File: src/rtl/key_scanner.sv
// key_scanner: eight push-buttons, synchronized and debounced one counter per key.
// Each clean level change is queued as a press/release event for the consumer.
module key_scanner #(
   parameter int DEBOUNCE_CYCLES = 59500,
   parameter int FIFO_DEPTH      = 4
) (
   input  logic       clk,
   input  logic       rst_n,
   input  logic [7:0] btn_raw,
   output logic [7:0] btn,
   output logic       note_active,
   output logic [2:0] note_idx,
   output logic       event_valid,
   input  logic       event_ready,
   output logic [2:0] event_key,
   output logic       event_press
);

   localparam int CW = $clog2(DEBOUNCE_CYCLES + 1);
   localparam int PW = $clog2(FIFO_DEPTH);
   localparam int NW = PW + 1;
   localparam logic [CW-1:0] CNT_LAST = CW'(DEBOUNCE_CYCLES - 1);

   logic [7:0]    sync1_q, sync2_q;
   logic [7:0]    btn_q, btn_d, toggle;
   logic [CW-1:0] cnt_q [8];
   logic [CW-1:0] cnt_d [8];
   logic [7:0]    pend_q, pend_d, push_sel;
   logic [2:0]    push_key;
   logic          push, pop, full;
   logic [3:0]    mem_q [FIFO_DEPTH];
   logic [PW-1:0] wr_q, rd_q;
   logic [NW-1:0] count_q, count_d;
   logic [3:0]    head;

   // Counter runs only while the synchronized level disagrees with the clean one.
   always_comb begin
      toggle = '0;
      for (int i = 0; i < 8; i++) begin
         cnt_d[i] = '0;
         if (sync2_q[i] != btn_q[i]) begin
            if (cnt_q[i] == CNT_LAST) toggle[i] = 1'b1;
            else cnt_d[i] = cnt_q[i] + CW'(1);
         end
      end
      btn_d = btn_q ^ toggle;
   end

   always_comb begin
      push_sel = '0;
      push_key = '0;
      for (int i = 7; i >= 0; i--) begin
         if (pend_q[i]) begin
            push_sel = 8'b1 << i;
            push_key = 3'(i);
         end
      end
      push   = (|pend_q) && (!full || pop);
      // A second toggle before the push cancels the pair.
      pend_d = (pend_q & ~(push ? push_sel : 8'h00)) ^ toggle;
   end

   always_comb begin
      note_idx = '0;
      for (int i = 7; i >= 0; i--) begin
         if (btn_q[i]) note_idx = 3'(i);
      end
   end

   assign note_active = |btn_q;
   assign btn         = btn_q;
   assign full        = (count_q == NW'(FIFO_DEPTH));
   assign event_valid = (count_q != '0);
   assign pop         = event_valid && event_ready;
   assign head        = event_valid ? mem_q[rd_q] : 4'h0;
   assign event_key   = head[3:1];
   assign event_press = head[0];
   assign count_d     = count_q + NW'(push) - NW'(pop);

   always_ff @(posedge clk or negedge rst_n) begin
      if (!rst_n) begin
         sync1_q <= '0;
         sync2_q <= '0;
         btn_q   <= '0;
         pend_q  <= '0;
         wr_q    <= '0;
         rd_q    <= '0;
         count_q <= '0;
         for (int i = 0; i < 8; i++) cnt_q[i] <= '0;
      end else begin
         sync1_q <= btn_raw;
         sync2_q <= sync1_q;
         btn_q   <= btn_d;
         pend_q  <= pend_d;
         count_q <= count_d;
         for (int i = 0; i < 8; i++) cnt_q[i] <= cnt_d[i];
         if (push) wr_q <= wr_q + PW'(1);
         if (pop) rd_q <= rd_q + PW'(1);
      end
   end

   // Storage needs no reset: the head is masked while the queue is empty.
   always_ff @(posedge clk) begin
      if (push) mem_q[wr_q] <= {push_key, btn_q[push_key]};
   end

endmodule

File: config.mk
export PLATFORM = sky130hd
export DESIGN_NAME = key_scanner
export DESIGN_NICKNAME = d
export VERILOG_FILES = /design/src/rtl/key_scanner.sv
export SDC_FILE = /design/constraint.sdc
export NUM_CORES = 1
export LEC_CHECK = 0
export ABC_AREA = 1
export ABC_CLOCK_PERIOD_IN_PS = 3830
export CAP_MARGIN = 20
export CORE_UTILIZATION = 65
export DETAILED_ROUTE_END_ITERATION = 6
export DONT_BUFFER_PORTS = 1
export PLACE_DENSITY = 0.81
export REMOVE_ABC_BUFFERS = 1
export SYNTH_ARGS = -nofsm -noshare
export SYNTH_HDL_FRONTEND = slang
export SYNTH_SLANG_ARGS = --single-unit
File: constraint.sdc
create_clock -name clk -period 3.83 [get_ports clk]
set_input_delay 0.766 -clock clk [delete_from_list [all_inputs] [get_ports clk]]
set_output_delay 0.766 -clock clk [all_outputs]
set_load 0.02 [all_outputs]
==> qor.yml <==
clkTransAtPathRegs_ps: 60
max_freq_ghz: 0.3597
fp.dieW_um: 121.7
yosysWarnings: 0
drt_iter0_drc: 613
clk_path_buf_depth: 2
hold_viol: 0
synth_top_family_by_area: "simple AND/OR/NAND/NOR gates"
start_kind: "register"
clkLatencyLatePin_ps: 430
synth_compound_area_share_pct: 7.057
ios: 28
post_cts_buffers: 0
ff2ff_path_depth: 10
yosysTopAreaCellShare_pct: 44.90
cts_sinks: 183
grt_pass1_vias: 6961
root_buffer: "clkbuf_16"
avgViaCountPerCell: 5.686
max-slew-margin-rel_pct: 42.52
synth_cell_types: 48
nets: 1114
cts_tree: "done"
die_h_um: 121.7
worstMarginPinSlew_ps: 856.5
yosys.area_share.simple_pct: 28.58
maxCapViolCount: 0
ys_top_cells_by_area: "dfrtp_1 45%, nor2_1 6.1%, nand2_1 6.0%"
ctsHtreeMaxLevel: 4
worst_hold_path_type: "input pin to async pin"
yosysMostFrequentCell: "dfrtp_1"
rsz0062_at_grt: "false"
yosysTopAreaCell: "dfrtp_1"
via_count: 7284
synthAdderAreaFrac_pct: 2.097
initial_utilization_pct: 66.80
io_buffers: 0
yosys_most_used_dff: "dfrtp_1"
gp_congestion: 0.9134
status: "finished, final reports clean"
wl_mm: 18.84
setup_viol: 0
synth_xor_area_share_pct: 4.799
arrival_ps: 2010
hpwlAfterDp_mm: 13.25
synth_edf_count: 16
grt_first_pass_wirelength_mm: 32.11
dr.pass1.iters: 6
synthMuxAreaShare_pct: 0.7259
powerDensity_nw_per_um2: 421.9
rows: 43
crit_fanout: 5
drc_errors: 0
post_cts_resized: 0
core_sq_um: 13930
grt_usage_pct: 27.84
cts_buffers: 17
worst_clock_skew_ps: 4.936
power.total_w: 0.004260
irDropWorstVdd_mv: 0.3644
wl_per_cell_um: 14.71
fin_crit_sh_pct: 72.59
reg2reg_to: "count_q[1]$_DFF_PN0_"
nFillCells: 1034
syn_inst: 1072
cts.hold.buffers_added: 0
synth_area_sq_um: 9308
seq_area_frac_synth_pct: 50.06
drive_gt1_share_pct: 8.447
regToRegStartpoint: "count_q[1]$_DFF_PN0_"
drv_slew: 0
synth-seq-cells: 183
fin_crit_ps: 2780
synthArstFlopShare_pct: 91.26
rrSetupSlack_ps: 1560
n_antenna_cell: 0
syn_area_per_cell_sq_um: 8.683
crit_type: "register to output port"
cp-end-kind: "output port"
grt_max_degree: 168
dieArea_sq_um: 14800
antenna_found_initial: 0
synth_commonest_cells: "167 x dfrtp_1, 151 x nor2_1, 150 x nand2_1"
leakage_nw: 4.415
cp.required_ps: 3060
final_antenna_net_count: 0
grt_overflow: 0
crit_end: "note_idx[1]"
setup_tns_ps: 0
area_growth_pct: 8.482
[metrics by stage]
stage | hold slack (ps) | instances | area [sq um] | utilization, % | setup slack (ps)
final | 30.46 | 1281 | 10100 | 72.46 | 1050
after detailed placement | 335.5 | 1249 | 9519 | 68.31 | 1530
after CTS | 17.65 | 1281 | 10100 | 72.46 | 1059
after global placement | 331.6 | 1249 | 9519 | 68.31 | 1555
after floorplan | 331.2 | 1068 | 9286 | - | 1778
after global routing | 15.15 | 1281 | 10100 | 72.46 | 934.3
[sequential cells by signal, summed over array words and instances, names as in the netlist, named ones only]
register / flops
cnt_q: 128
mem_q: 16
pend_q: 8
sync1_q: 8
sync2_q: 8
count_q: 3
rd_q: 2
wr_q: 2
[routing by layer]
| metal | GRT usage, % | up-vias | wire length (um) |
|---|---|---|---|
| met1 | 36.83 | 3478 | 8281 |
| met2 | 45.21 | 197 | 9259 |
| met5 | 0 | - | 0 |
| met4 | 9.414 | 0 | 259 |
| li1 | - | 3585 | - |
| met3 | 6.648 | 24 | 1041 |
[where the power goes]
group	leakage, nW	internal [W]	switching [W]
combinational	1.73	0.000139	0.000287
sequential	2.40	0.00204	0.0000790
clock	0.279	0.00101	0.000701
[placed cells by master, fill, tap and decap left out, drive strengths merged]
cell      synthesis  layout
nand4            43      43
or2               4       4
ha               14      14
nor2            161     161
o211ai            1       1
a21oi            55      55
clkinvlp          0       2
o21bai            2       2
a31o              1       1
o21a              3       3
and3              2       2
nand3b            1       1
xor2             32      32
a31oi             5       5
a311oi            1       1
nor4             15      15
nor3             63      63
o21ai            45      45
a211oi            2       2
dfrtp           167     167
buf               2       1
mux2              6       6
nor3b            27      27
a41oi             1       1
fa                1       1
nand3            62      62
xnor2            19      19
clkbuf            2      24
clkinv            1       5
nand2           158     158
edfxtp           16      16
inv             159     159
bufinv            0       2
o41ai             1       1
[cell families after synthesis]
logic type                 count (synthesis)
xor gates and xnor gates                  51
adders and majority gates                 15
AOI/OAI and AO/OA                        117
DFF                                      183
buffers and inverters                    164
and+or+nand+nor                          536
muxes                                      6
[worst min-delay path by stage]
stage                                 endpoint  cells past startpoint
final                     cnt_q[121]$_DFF_PN0_                      0
after global routing       cnt_q[40]$_DFF_PN0_                      0
after detailed placement  sync2_q[1]$_DFF_PN0_                      0
after global placement    sync2_q[1]$_DFF_PN0_                      0
after CTS                 cnt_q[121]$_DFF_PN0_                      0
after floorplan           sync2_q[0]$_DFF_PN0_                      0
[worst max-delay path, stage by stage (launching register included)]
cell and delay, ps:
dfrtp_1 640, nor2_1 100, inv_1 90, nand3_1 70, a311oi_1 690
[area by class of cell]
type / count / area (sq um) / area share [%]
flip-flops and latches: 183 / 4659 / 46.15
multi-input cells: 725 / 4026 / 39.88
inverters: 160 / 600.6 / 5.948
clock buffers: 24 / 483.0 / 4.783
well taps: 180 / 225.2 / 2.230
clock inverters: 8 / 95.09 / 0.9418
repair buffers: 1 / 7.507 / 0.07435
(Power assumes the default switching activity.)
